**src/rtl/cpu_trace_pkg.sv**
```systemverilog
// Shared types for the writeback trace capture path.
// One FIFO entry holds a single register-file commit.
package cpu_trace_pkg;

  localparam int TRACE_DEPTH_DEFAULT = 8;
  localparam int DROP_CNT_W = 16;

  typedef struct packed {
    logic [31:0] pc;
    logic [4:0]  addr;
    logic [31:0] wdata;
  } trace_entry_t;

endpackage

```
**src/rtl/trace_fifo.sv**
```systemverilog
// Synchronous FIFO of trace entries, wrap-bit pointers.
// A push while full is accepted when a pop frees the slot in the same cycle.
module trace_fifo
  import cpu_trace_pkg::*;
#(
  parameter int DEPTH = TRACE_DEPTH_DEFAULT
) (
  input  logic         clk,
  input  logic         rst_n,
  input  logic         push_i,
  input  trace_entry_t push_data_i,
  input  logic         pop_i,
  output logic         full_o,
  output logic         empty_o,
  output trace_entry_t head_o
);

  localparam int AW = $clog2(DEPTH);

  trace_entry_t mem_q [DEPTH];

  logic [AW:0] wr_q, wr_d;
  logic [AW:0] rd_q, rd_d;
  logic        push_ok;
  logic        pop_ok;

  assign empty_o = (wr_q == rd_q);
  assign full_o  = (wr_q[AW-1:0] == rd_q[AW-1:0])
                && (wr_q[AW] != rd_q[AW]);

  assign pop_ok  = pop_i && !empty_o;
  assign push_ok = push_i && (!full_o || pop_ok);

  assign wr_d = push_ok ? wr_q + 1'b1 : wr_q;
  assign rd_d = pop_ok  ? rd_q + 1'b1 : rd_q;

  assign head_o = mem_q[rd_q[AW-1:0]];

  always_ff @(posedge clk) begin
    if (!rst_n) begin
      wr_q <= '0;
      rd_q <= '0;
    end else begin
      wr_q <= wr_d;
      rd_q <= rd_d;
    end
  end

  // Storage needs no reset; the pointers define validity.
  always_ff @(posedge clk) begin
    if (rst_n && push_ok) begin
      mem_q[wr_q[AW-1:0]] <= push_data_i;
    end
  end

endmodule

```
**src/rtl/wb_trace_capture.sv**
```systemverilog
// Passive capture of writeback commits into a drainable FIFO,
// with commit/drop statistics. Never stalls the CPU.
module wb_trace_capture
  import cpu_trace_pkg::*;
#(
  parameter int DEPTH   = TRACE_DEPTH_DEFAULT,
  parameter int SKIP_R0 = 1
) (
  input  logic                  clk,
  input  logic                  rst_n,
  input  logic [31:0]           debug_wb_pc,
  input  logic                  debug_wb_rf_wen,
  input  logic [4:0]            debug_wb_rf_addr,
  input  logic [31:0]           debug_wb_rf_wdata,
  output logic                  trace_valid,
  input  logic                  trace_ready,
  output logic [31:0]           trace_pc,
  output logic [4:0]            trace_addr,
  output logic [31:0]           trace_wdata,
  output logic [31:0]           commit_count,
  output logic [DROP_CNT_W-1:0] drop_count,
  output logic                  overflow
);

  logic         qual;
  logic         pop;
  logic         full;
  logic         empty;
  logic         drop;
  trace_entry_t in_e;
  trace_entry_t head;

  logic [31:0]           commit_q, commit_d;
  logic [DROP_CNT_W-1:0] drop_q, drop_d;
  logic                  ovf_q, ovf_d;

  assign qual = debug_wb_rf_wen
             && ((SKIP_R0 == 0) || (debug_wb_rf_addr != 5'd0));

  assign trace_valid = !empty;
  assign pop  = trace_valid && trace_ready;
  assign drop = qual && full && !pop;

  assign in_e.pc    = debug_wb_pc;
  assign in_e.addr  = debug_wb_rf_addr;
  assign in_e.wdata = debug_wb_rf_wdata;

  trace_fifo #(
    .DEPTH (DEPTH)
  ) u_fifo (
    .clk         (clk),
    .rst_n       (rst_n),
    .push_i      (qual),
    .push_data_i (in_e),
    .pop_i       (pop),
    .full_o      (full),
    .empty_o     (empty),
    .head_o      (head)
  );

  assign trace_pc    = head.pc;
  assign trace_addr  = head.addr;
  assign trace_wdata = head.wdata;

  always_comb begin
    commit_d = commit_q;
    drop_d   = drop_q;
    ovf_d    = ovf_q;
    if (qual) commit_d = commit_q + 32'd1;
    if (drop) begin
      ovf_d = 1'b1;
      if (drop_q != '1) drop_d = drop_q + 1'b1;
    end
  end

  always_ff @(posedge clk) begin
    if (!rst_n) begin
      commit_q <= '0;
      drop_q   <= '0;
      ovf_q    <= 1'b0;
    end else begin
      commit_q <= commit_d;
      drop_q   <= drop_d;
      ovf_q    <= ovf_d;
    end
  end

  assign commit_count = commit_q;
  assign drop_count   = drop_q;
  assign overflow     = ovf_q;

endmodule

```
**config.mk**
```make
export PLATFORM = sky130hd
export DESIGN_NAME = wb_trace_capture
export DESIGN_NICKNAME = d
export VERILOG_FILES = /design/src/rtl/cpu_trace_pkg.sv /design/src/rtl/trace_fifo.sv /design/src/rtl/wb_trace_capture.sv
export SDC_FILE = /design/constraint.sdc
export NUM_CORES = 1
export LEC_CHECK = 0
export BUFFER_PORTS_ARGS = -buffer_cell sky130_fd_sc_hd__buf_2
export CAP_MARGIN = 15
export CORE_ASPECT_RATIO = 1.2
export CORE_MARGIN = 10
export CORE_UTILIZATION = 59
export CTS_BUF_LIST = sky130_fd_sc_hd__clkbuf_16
export DETAILED_ROUTE_END_ITERATION = 6
export GPL_ROUTABILITY_DRIVEN = 0
export PLACE_DENSITY = 0.79
export SYNTH_ARGS = -nofsm -noshare
export SYNTH_HDL_FRONTEND = slang
export SYNTH_SLANG_ARGS = --single-unit
```
**constraint.sdc**
```tcl
create_clock -name clk -period 8.73 [get_ports clk]
set_clock_uncertainty 0.05 [all_clocks]
set_input_delay 0.4365 -clock clk [delete_from_list [all_inputs] [get_ports clk]]
set_output_delay 0.4365 -clock clk [all_outputs]
set_load 0.05 [all_outputs]
```
==> results of run 1 <==
## final cells by class
cell class | instances | area (sq um) | share of cell area
Antenna cell | 5 | 12.5 | 0.000463
Clock buffer | 56 | 1400 | 0.0519
Clock inverter | 49 | 439 | 0.0163
Inverter | 10 | 37.5 | 0.00139
Multi-Input combinational cell | 469 | 5570 | 0.206
Sequential cell | 612 | 17800 | 0.659
Tap cell | 533 | 667 | 0.0247
Timing Repair Buffer | 207 | 1090 | 0.0403
## cell usage after synthesis, types with 9 or more instances
| master | count | area (sq um) |
|---|---|---|
| sky130_fd_sc_hd__xnor2_1 | 30 | 263 |
| sky130_fd_sc_hd__nor4_1 | 17 | 106 |
| sky130_fd_sc_hd__nor2_1 | 45 | 169 |
| sky130_fd_sc_hd__a21oi_1 | 19 | 95.1 |
| sky130_fd_sc_hd__mux2_2 | 69 | 777 |
| sky130_fd_sc_hd__edfxtp_1 | 552 | 16600 |
| sky130_fd_sc_hd__clkbuf_1 | 35 | 131 |
| sky130_fd_sc_hd__nand2_1 | 25 | 93.8 |
| sky130_fd_sc_hd__mux4_2 | 138 | 3110 |
| sky130_fd_sc_hd__buf_2 | 16 | 80.1 |
| sky130_fd_sc_hd__inv_1 | 9 | 33.8 |
| sky130_fd_sc_hd__dfxtp_1 | 60 | 1200 |
| sky130_fd_sc_hd__nand3_1 | 19 | 95.1 |
| sky130_fd_sc_hd__nor3_1 | 12 | 60.1 |
| sky130_fd_sc_hd__and4_1 | 9 | 78.8 |
## sequential cells by signal (all words and copies together) (netlist names), named ones only
signal        flops
overflow          1
commit_count     32
u_fifo.mem_q    552
u_fifo.rd_q       4
drop_count       16
u_fifo.wr_q       4
## layer usage
layer	share of wire	track usage	vias to the layer above
li1	-	-	5133
met1	0.40	0.256	6044
met2	0.51	0.335	377
met3	0.068	0.0510	84
met4	0.018	0.0629	12
met5	0.0017	0	-
## where the power goes
part	internal, W	switching (W)	total [W]
clock network	0.00140	0.00102	0.00243
logic	0.000400	0.000604	0.00100
registers	0.00324	0.0000654	0.00330
total	0.00504	0.00169	0.00673
## critical path, stage by stage (launching register included)
cell and delay [ns]:
sky130_fd_sc_hd__dfxtp_4 0.94, sky130_fd_sc_hd__buf_4 0.91, sky130_fd_sc_hd__mux4_2 0.44, sky130_fd_sc_hd__mux2_2 0.32
sky130_fd_sc_hd__buf_2 0.22
## per-stage QoR
| stage | hold slack, ns | instance area (sq um) |
|---|---|---|
| after detailed placement | 0.413 | 25100 |
| after floorplan | 0.445 | 23600 |
| after global routing | 0.0513 | 27000 |
| after CTS | 0.0389 | 27000 |
| final | 0.0624 | 27000 |
| after global placement | 0.397 | 25100 |
## placed cells by master, fill, tap and decap left out, types with 5 or more instances in the layout
cell / netlist / final
sky130_fd_sc_hd__mux2_2: 69 / 69
sky130_fd_sc_hd__nor3_1: 12 / 10
sky130_fd_sc_hd__or3_1: 6 / 6
sky130_fd_sc_hd__clkinv_1: 0 / 15
sky130_fd_sc_hd__bufinv_16: 0 / 8
sky130_fd_sc_hd__clkbuf_16: 0 / 56
sky130_fd_sc_hd__a21oi_1: 19 / 19
sky130_fd_sc_hd__nand3_1: 19 / 19
sky130_fd_sc_hd__nor2_1: 45 / 41
sky130_fd_sc_hd__nand2_1: 25 / 25
sky130_fd_sc_hd__dfxtp_1: 60 / 57
sky130_fd_sc_hd__or4_1: 7 / 7
sky130_fd_sc_hd__xor2_1: 5 / 5
sky130_fd_sc_hd__and2_1: 7 / 7
sky130_fd_sc_hd__o21ai_0: 8 / 8
sky130_fd_sc_hd__nor4_1: 17 / 17
sky130_fd_sc_hd__buf_4: 1 / 15
sky130_fd_sc_hd__edfxtp_1: 552 / 552
sky130_fd_sc_hd__nand4_1: 7 / 7
sky130_fd_sc_hd__o31ai_1: 8 / 8
sky130_fd_sc_hd__buf_2: 16 / 191
sky130_fd_sc_hd__clkinv_2: 0 / 14
sky130_fd_sc_hd__diode_2: 0 / 5
sky130_fd_sc_hd__inv_1: 9 / 16
sky130_fd_sc_hd__xnor2_1: 30 / 30
sky130_fd_sc_hd__mux4_2: 138 / 138
sky130_fd_sc_hd__and4_1: 9 / 9
## cells by family after synthesis
kind of cell / count (synthesis)
buffers and inverters: 68
adder cells (fa/ha/maj): 4
XOR/XNOR: 36
multiplexers: 210
AND/OR/NAND/NOR: 170
flip-flops: 612
AO/OA/AOI/OAI: 49
## worst max path at each step
stage          slack (ns)                start                  end
2_1_floorplan        1.70       u_fifo.wr_q[0]   u_fifo.mem_q[5][0]
3_3_place_gp         5.21  debug_wb_rf_addr[3]  u_fifo.mem_q[5][24]
3_5_place_dp         5.14  debug_wb_rf_addr[0]  u_fifo.mem_q[2][25]
4_1_cts              4.67             register      trace_wdata[14]
5_1_grt              4.53             register          trace_pc[7]
6_report             4.76             register      trace_wdata[14]
==> impl_results.rst, run 1 <==
.. list-table::
   :header-rows: 1

   * - Metric
     - Value
   * - Run status
     - finished clean
   * - Setup slack, reg-to-reg
     - 5.25 ns
   * - Share of synthesized cell area in and, or, nand and nor gates
     - 0.0385
   * - Vias in the first global route
     - 12401
   * - Core area
     - 0.0396 sq mm
   * - Fin. Hold Viols
     - 0
   * - Post-placement setup slack
     - 5.14 ns
   * - Average vias per placed instance
     - 6.00
   * - Initial cell density of the core
     - 0.595
   * - Proportion of synthesized area in mux cells
     - 0.166
   * - Cell count after synthesis
     - 1149
   * - Number of core rows
     - 80
   * - Slew at the pin with the worst max-slew slack
     - 1.19 ns
   * - Final critical path time including I/O delays and setup
     - 3.97 ns
   * - Cell at the root of the clock tree
     - sky130_fd_sc_hd__clkbuf_16
   * - Launching element type of the critical path
     - register
   * - Worst IR Drop VDD
     - 0.000162 V
   * - Post-synthesis compound-gate area fraction
     - 0.0137
   * - Quantity of hold-fixing buffers added after cts
     - 0
   * - Overall track demand over capacity in global routing
     - 0.201
   * - Sequential area share after synthesis
     - 0.753
   * - Crit path arrival time
     - 3.49 ns
   * - Post_cts resized
     - 0
   * - Count of filler cells inserted in the layout
     - 2502
   * - Setup_tns
     - 0 ns
   * - Die X
     - 203 um
   * - Largest driver fanout on the critical path
     - 74
   * - Max-cap check violation count
     - 0
   * - Post-Route WL
     - 48.3 mm
   * - Type of the worst setup path
     - register to output pin
   * - EDFF count, synth
     - 552
   * - Global-route wire length before repair
     - 74.4 mm
   * - Final HPWL DP
     - 25.6 mm
   * - Clock transition time at the flip-flop clock pins of the worst setup and hold paths
     - 0.06 ns
   * - Initial DRC count
     - 739
   * - Number of non-filler instances in the completed layout
     - 1941
   * - Data required time at the worst endpoint
     - 8.24 ns
   * - FF+latch count, synth
     - 612
   * - Type of the most critical hold path
     - input pin to register
   * - Count of synthesis-stage warnings from yosys
     - 0
   * - Latest clock arrival within the worst-skew pair
     - 0.58 ns
   * - Die area
     - 0.0484 sq mm
   * - Number of clock sinks
     - 612
   * - Syn avg cell area
     - 20.5 sq um
   * - Total leakage power
     - 8.68 nW
   * - Endpoint class of the critical path
     - output pin
   * - Utilization after layout
     - 0.681
   * - I/O Pins
     - 192
   * - Antenna violations before repair
     - 10
   * - Setup Buffers After CTS
     - 0
   * - Final #Nets
     - 1433
   * - Fraction of registers with async set or reset after synthesis
     - 0
   * - Hold path startpoint
     - debug_wb_rf_wdata[5]
   * - R2R cell count
     - 7
   * - Maximum number of buffers from clock root to sink
     - 3
   * - Number of routed nets with antenna violations
     - 0
   * - Synth unique cells
     - 49
   * - TritonCTS Buffers
     - 56
   * - Count of endpoints failing setup in the final report
     - 0
   * - Synthesized-area fraction occupied by adder cells
     - 0.00212
   * - Worst Slack Setup Final
     - 4.76 ns
   * - Post-synth top flop
     - sky130_fd_sc_hd__edfxtp_1
   * - Final period utilization
     - 0.455
   * - Post-synthesis xor/xnor area fraction
     - 0.0137
   * - Overall power after layout
     - 0.00673 W
   * - Via count
     - 11650
   * - Iteration count of the initial detailed-routing pass
     - 4
   * - Average detailed-routed wire length per instance
     - 24.9 um
   * - CTS tree
     - yes
   * - CTS H-Tree Depth
     - 2
   * - Syn Nets
     - 1226
   * - Fraction of final layout cells sized beyond drive strength 1
     - 0.366
   * - Endpoint of the lowest-slack register-to-register path
     - u_fifo.mem_q[5][25]
   * - Total gr overflow
     - 0
   * - Pin count of the biggest net entering global routing
     - 95
   * - Vertical die dimension
     - 239 um
   * - Launching point of the worst reg2reg path
     - u_fifo.wr_q[0]
   * - Power Dens Cells
     - 249 mW/mm^2
   * - Cell count after placement
     - 1830
   * - Relative max-transition margin
     - 0.210
   * - Worst Hold Endpoint
     - u_fifo.mem_q[7][5]
   * - Hold path depth
     - 1
   * - Count of buffers inserted at the top-level ports
     - 191
   * - Number of remaining DRC errors
     - 0
   * - Setup repair after global routing missed its margin
     - false
   * - Maximum frequency from static timing analysis
     - 252 MHz
   * - Combinational family with the most area after synthesis
     - multiplexers
   * - Max-slew violation count
     - 0
   * - Cell area after synthesis
     - 0.0236 sq mm
   * - Area grow syn2layout
     - 14.4%
Power figures use the tool's default switching activity.
==> inputs of run 2 (changes only) <==
Settings changed: CORE_UTILIZATION 59 to 54, PLACE_DENSITY 0.79 to 0.76.
Clock period 8.73 ns to 3.6 ns, I/O delays scaled along.
==> run 2 against run 1 <==
  * Wire length decreased by 0.13%
  * Total power increased by 140%
  * Worst hold slack improved by 0.27 ns
  * Sequential cell count unchanged
  * Clock power increased by 140%
  * Final cell count increased by 4.8%
  * Utilization decreased by 2.8 points
  * Register-to-register slack got worse by 4.5 ns
  * Sequential share of layout area decreased by 2.5 points
  * Global-route usage decreased by 1.6 points
  * Critical path depth unchanged
  * Worst setup slack got worse by 4.1 ns
==> impl_results.rst, run 2 (synthesis gave the netlist of run 1 again) <==
.. list-table::
   :header-rows: 1

   * - Metric
     - Value
   * - Run status
     - finished clean
   * - Quantity of hold-fixing buffers added after cts
     - 72
   * - Power Dens Cells
     - 585 mW/mm^2
   * - Leading cell type in the layout, fill and taps excluded
     - sky130_fd_sc_hd__edfxtp_1
   * - Crit path arrival time
     - 2.75 ns
   * - CTS H-Tree Depth
     - 2
   * - Maximum number of buffers from clock root to sink
     - 3
   * - Final #Nets
     - 1513
   * - Core area
     - 0.0430 sq mm
   * - Setup_tns
     - 0 ns
   * - Launching point of the worst reg2reg path
     - u_fifo.wr_q[0]
   * - Initial cell density of the core
     - 0.549
   * - Overall track demand over capacity in global routing
     - 0.185
   * - Average vias per placed instance
     - 5.87
   * - Number of remaining DRC errors
     - 0
   * - Final period utilization
     - 0.829
   * - Worst IR Drop VDD
     - 0.000380 V
   * - Cell internal power dissipation
     - 0.0122 W
   * - Fraction of final layout cells sized beyond drive strength 1
     - 0.350
   * - Launching element type of the critical path
     - register
   * - Number of core rows
     - 83
   * - Average detailed-routed wire length per instance
     - 23.7 um
   * - Endpoint class of the critical path
     - output pin
   * - Endpoint of the lowest-slack register-to-register path
     - u_fifo.mem_q[1][17]
   * - Max-cap check violation count
     - 0
   * - Clock transition time at the flip-flop clock pins of the worst setup and hold paths
     - 0.06 ns
   * - Type of the worst setup path
     - register to output pin
   * - Type of the most critical hold path
     - input pin to register
   * - Cell at the root of the clock tree
     - sky130_fd_sc_hd__clkbuf_16
   * - R2R cell count
     - 6
   * - CTS tree
     - yes
   * - Relative max-transition margin
     - 0.384
   * - Number of clock sinks
     - 612
   * - Sequential power share
     - 0.483
   * - Die area
     - 0.0525 sq mm
   * - Max-slew violation count
     - 0
   * - TritonCTS Buffers
     - 56
   * - Latest clock arrival within the worst-skew pair
     - 0.60 ns
   * - Total gr overflow
     - 0
   * - Power share of the clock group
     - 0.356
   * - Number of routed nets with antenna violations
     - 0
   * - Setup slack, reg-to-reg
     - 0.78 ns
   * - Setup repair after global routing missed its margin
     - false
   * - Iteration count of the initial detailed-routing pass
     - 5
   * - Smallest hold slack
     - 0.335 ns
   * - I/O Pins
     - 192
   * - Cell count after placement
     - 1858
   * - Total leakage power
     - 9.07 nW
   * - Data required time at the worst endpoint
     - 3.37 ns
   * - Largest driver fanout on the critical path
     - 88
   * - Count of endpoints failing setup in the final report
     - 0
   * - Largest register FFs
     - 552
   * - Switching pwr
     - 0.00419 W
   * - Number of non-filler instances in the completed layout
     - 2035
   * - Global-route wire length before repair
     - 75.2 mm
   * - Pin count of the biggest net entering global routing
     - 89
   * - Final HPWL DP
     - 26.9 mm
   * - Slew at the pin with the worst max-slew slack
     - 0.923 ns
   * - Switching power share of the total
     - 0.255
   * - Initial DRC count
     - 816
   * - Post-Route WL
     - 48.2 mm
   * - Count of filler cells inserted in the layout
     - 2830
   * - Fin. Hold Viols
     - 0
   * - Area grow syn2layout
     - 18.9%
   * - Final critical path time including I/O delays and setup
     - 2.98 ns
   * - Antenna violations before repair
     - 3
   * - Vias in the first global route
     - 12682
   * - Vertical die dimension
     - 249 um
   * - Die X
     - 211 um
   * - Post_cts resized
     - 0
   * - Via count
     - 11944
   * - Combinational share of power
     - 0.161
   * - Count of buffers inserted at the top-level ports
     - 191
   * - Setup Buffers After CTS
     - 0
   * - Commonest non-fill, non-tap cells in the layout
     - sky130_fd_sc_hd__edfxtp_1 (552), sky130_fd_sc_hd__buf_2 (191), sky130_fd_sc_hd__mux4_2 (138), sky130_fd_sc_hd__dlygate4sd3_1 (72), sky130_fd_sc_hd__mux2_2 (69)
   * - Maximum frequency from static timing analysis
     - 335 MHz
   * - Critical path destination
     - trace_pc[7]
[run 2: cell types whose count changed in the layout (fill, tap and decap cells not counted), moves of 7 or more]
cell,change
sky130_fd_sc_hd__buf_4,-8
sky130_fd_sc_hd__dlygate4sd3_1,+72
sky130_fd_sc_hd__inv_1,+7
sky130_fd_sc_hd__clkinv_2,-11
sky130_fd_sc_hd__buf_12,+16
[run 2: power groups by stage]
stage	Sequential [W]	Clock [W]	Combinational, W
floorplan	0.00804	0	0.00202
global placement	0.00807	0	0.00259
detailed placement	0.00808	0	0.00261
CTS	0.00793	0.00594	0.00270
global route	0.00794	0.00620	0.00282
finish	0.00793	0.00584	0.00264
[run 2: metal layers]
layer | global-route usage | up-vias | share of wire
li1 | - | 5294 | -
met1 | 0.235 | 6187 | 0.40
met2 | 0.308 | 384 | 0.51
met3 | 0.0502 | 77 | 0.072
met4 | 0.0508 | 2 | 0.020
met5 | 0 | - | 0.00025
[run 2: worst max-delay path, cell delays in order (launching register included)]
cell	delay (ns)
sky130_fd_sc_hd__dfxtp_4	0.37
sky130_fd_sc_hd__buf_12	0.51
sky130_fd_sc_hd__mux4_2	0.59
sky130_fd_sc_hd__mux2_2	0.32
sky130_fd_sc_hd__buf_2	0.22
[run 2: through the flow]
step | total power (W) | setup WS (ns) | area (sq um) | util
floorplan | 0.0101 | -0.0102 | 23700 | -
global placement | 0.0107 | 0.856 | 25500 | 0.593
detailed placement | 0.0107 | 0.784 | 25500 | 0.593
CTS | 0.0166 | 0.571 | 28100 | 0.653
global route | 0.0170 | 0.464 | 28100 | 0.653
finish | 0.0164 | 0.616 | 28100 | 0.653
[run 2: worst min path at each step]
stage,cells past startpoint,endpoint,start,slack (ns)
final,2,u_fifo.mem_q[5][47],debug_wb_pc[10],0.33
after global placement,1,u_fifo.mem_q[4][0],debug_wb_rf_wdata[0],0.39
after detailed placement,1,u_fifo.mem_q[7][45],debug_wb_pc[8],0.40
after floorplan,0,u_fifo.mem_q[0][0],debug_wb_rf_wdata[0],0.23
after CTS,2,u_fifo.mem_q[5][16],debug_wb_rf_wdata[16],0.29
after global routing,2,u_fifo.mem_q[6][0],debug_wb_rf_wdata[0],0.33
[run 2: area by class of cell]
cell class,count,area (sq um),area share
clock buffer,57,1430,0.0508
clock inverter,46,408,0.0145
inverter,10,37.5,0.00134
timing repair buffer,287,2070,0.0737
tap,552,691,0.0246
antenna,2,5.00,0.000178
sequential,612,17800,0.634
multi-input combinational,469,5640,0.201
==> inputs of run 3 (changes only) <==
Clock period 3.6 ns to 2.5 ns, I/O delays scaled along.
==> run 3 against run 2 <==
  * The run now ends with setup timing left
  * Via count is 5.9% higher
  * Worst setup slack got worse by 0.73 ns
  * Sequential power is 44% higher
  * Global-route usage increased by 2.4 points
  * Register-to-register slack got worse by 0.62 ns
  * Largest power group unchanged
  * Highest routed layer unchanged
==> impl_results.rst, run 3 (synthesis gave the netlist of run 1 again) <==
.. list-table::
   :header-rows: 1

   * - Metric
     - Value
   * - Run status
     - finished with violations
   * - Violated checks
     - setup timing
   * - Iteration count of the initial detailed-routing pass
     - 5
   * - Total leakage power
     - 9.78 nW
   * - Die X
     - 211 um
   * - Max-slew violation count
     - 0
   * - Antenna violations before repair
     - 3
   * - Worst IR Drop VDD
     - 0.000550 V
   * - Latest clock arrival within the worst-skew pair
     - 0.62 ns
   * - Type of the most critical hold path
     - input pin to register
   * - Utilization after layout
     - 0.688
   * - Clock transition time at the flip-flop clock pins of the worst setup and hold paths
     - 0.06 ns
   * - Count of filler cells inserted in the layout
     - 2625
   * - Total gr overflow
     - 0
   * - Slew at the pin with the worst max-slew slack
     - 0.943 ns
   * - Final critical path time including I/O delays and setup
     - 2.62 ns
   * - TritonCTS Buffers
     - 57
   * - Relative max-transition margin
     - 0.370
   * - Initial DRC count
     - 972
   * - Number of remaining DRC errors
     - 0
   * - Power Dens Cells
     - 850 mW/mm^2
   * - Fin. Hold Viols
     - 0
   * - CTS tree
     - yes
   * - Max-cap check violation count
     - 0
   * - Endpoint class of the critical path
     - output pin
   * - Global-route wire length before repair
     - 84.0 mm
   * - Number of clock sinks
     - 612
   * - Cell at the root of the clock tree
     - sky130_fd_sc_hd__clkbuf_16
   * - CTS H-Tree Depth
     - 2
   * - Leading cell type in the layout, fill and taps excluded
     - sky130_fd_sc_hd__edfxtp_1
   * - I/O Pins
     - 192
   * - Data required time at the worst endpoint
     - 2.33 ns
   * - Launching element type of the critical path
     - register
   * - Worst Slack Setup Final
     - -0.117 ns
   * - Die area
     - 0.0525 sq mm
   * - Post-Route WL
     - 56.3 mm
   * - Setup_tns
     - -3.17 ns
   * - Number of non-filler instances in the completed layout
     - 2082
   * - Smallest hold slack
     - 0.268 ns
   * - Area grow syn2layout
     - 25.4%
   * - Largest register FFs
     - 552
   * - Crit path arrival time
     - 2.44 ns
   * - Largest driver fanout on the critical path
     - 14
   * - Fraction of final layout cells sized beyond drive strength 1
     - 0.377
   * - Initial cell density of the core
     - 0.549
   * - Average detailed-routed wire length per instance
     - 27.0 um
   * - Antenna fix cells
     - 0
   * - Type of the worst setup path
     - register to output pin
   * - Core area
     - 0.0430 sq mm
   * - Pin count of the biggest net entering global routing
     - 70
   * - Final period utilization
     - 1.05
   * - Vias in the first global route
     - 13362
   * - Vertical die dimension
     - 249 um
   * - Via count
     - 12650
   * - Count of endpoints failing setup in the final report
     - 64
   * - Maximum frequency from static timing analysis
     - 382 MHz
   * - Setup repair after global routing missed its margin
     - true
   * - Final HPWL DP
     - 29.1 mm
   * - Cell count after placement
     - 1877
   * - Average vias per placed instance
     - 6.08
   * - Maximum number of buffers from clock root to sink
     - 3
   * - Number of core rows
     - 83
   * - Final #Nets
     - 1565
   * - Number of routed nets with antenna violations
     - 0
   * - Overall track demand over capacity in global routing
     - 0.209
   * - Commonest non-fill, non-tap cells in the layout
     - sky130_fd_sc_hd__edfxtp_1 (552), sky130_fd_sc_hd__mux4_2 (138), sky130_fd_sc_hd__buf_2 (123), sky130_fd_sc_hd__dlygate4sd3_1 (72), sky130_fd_sc_hd__clkbuf_16 (61)
   * - Count of buffers inserted at the top-level ports
     - 191
[run 3: where the power goes]
| part | total [W] | internal [W] | switching [W] |
|---|---|---|---|
| registers | 0.0114 | 0.0113 | 0.0000862 |
| logic | 0.00529 | 0.00257 | 0.00273 |
| clock network | 0.00848 | 0.00469 | 0.00380 |
[run 3: cell type report]
class,instances,area (sq um),share of cell area
flip-flops and latches,612,17800,0.601
multi-input cells,469,5830,0.197
repair buffers,338,3430,0.116
well taps,552,691,0.0233
inverters,10,37.5,0.00127
clock buffers,57,1430,0.0482
clock inverters,44,388,0.0131
[run 3: worst paths after layout]
check | startpoint | end | slack (ns) | cells after the start
setup / recovery | register | trace_pc[22] | -0.12 | 5
hold / removal | debug_wb_rf_wdata[20] | u_fifo.mem_q[3][20] | 0.27 | 2
setup reg to reg | u_fifo.rd_q[1] | u_fifo.mem_q[3][36] | 0.16 | 7
hold reg to reg | overflow | overflow | 0.43 | 2
[run 3: routing by layer]
layer | vias to the layer above | part of all wire | track usage | wire length, um
li1 | 5395 | - | - | -
met1 | 6597 | 0.38 | 0.266 | 21600
met2 | 575 | 0.52 | 0.349 | 29300
met3 | 77 | 0.076 | 0.0542 | 4290
met4 | 6 | 0.018 | 0.0599 | 1010
met5 | - | 0.00069 | 0 | 39
[run 3: what timing repair did]
action	in CTS	in global routing
hold buffers	72	0
pin swaps	0	3
setup buffers	10	9
resized for setup	181	43
cloned	11	4
endpoints found under the hold margin	566	0
endpoints found under the setup margin	69	203
[run 3: metrics by stage]
stage | setup WS (ns) | instance area (sq um) | power (W)
detailed placement | 0.0474 | 25800 | 0.0155
global route | -0.166 | 29600 | 0.0259
CTS | -0.157 | 29300 | 0.0250
finish | -0.117 | 29600 | 0.0252
floorplan | -1.15 | 23700 | 0.0145
global placement | 0.0885 | 25800 | 0.0155
[run 3: worst max-delay path, stage by stage, from the launching register on]
cell	delay (ns)
sky130_fd_sc_hd__dfxtp_4	0.40
sky130_fd_sc_hd__buf_12	0.18
sky130_fd_sc_hd__buf_16	0.20
sky130_fd_sc_hd__mux4_2	0.56
sky130_fd_sc_hd__mux2_4	0.31
sky130_fd_sc_hd__buf_6	0.16
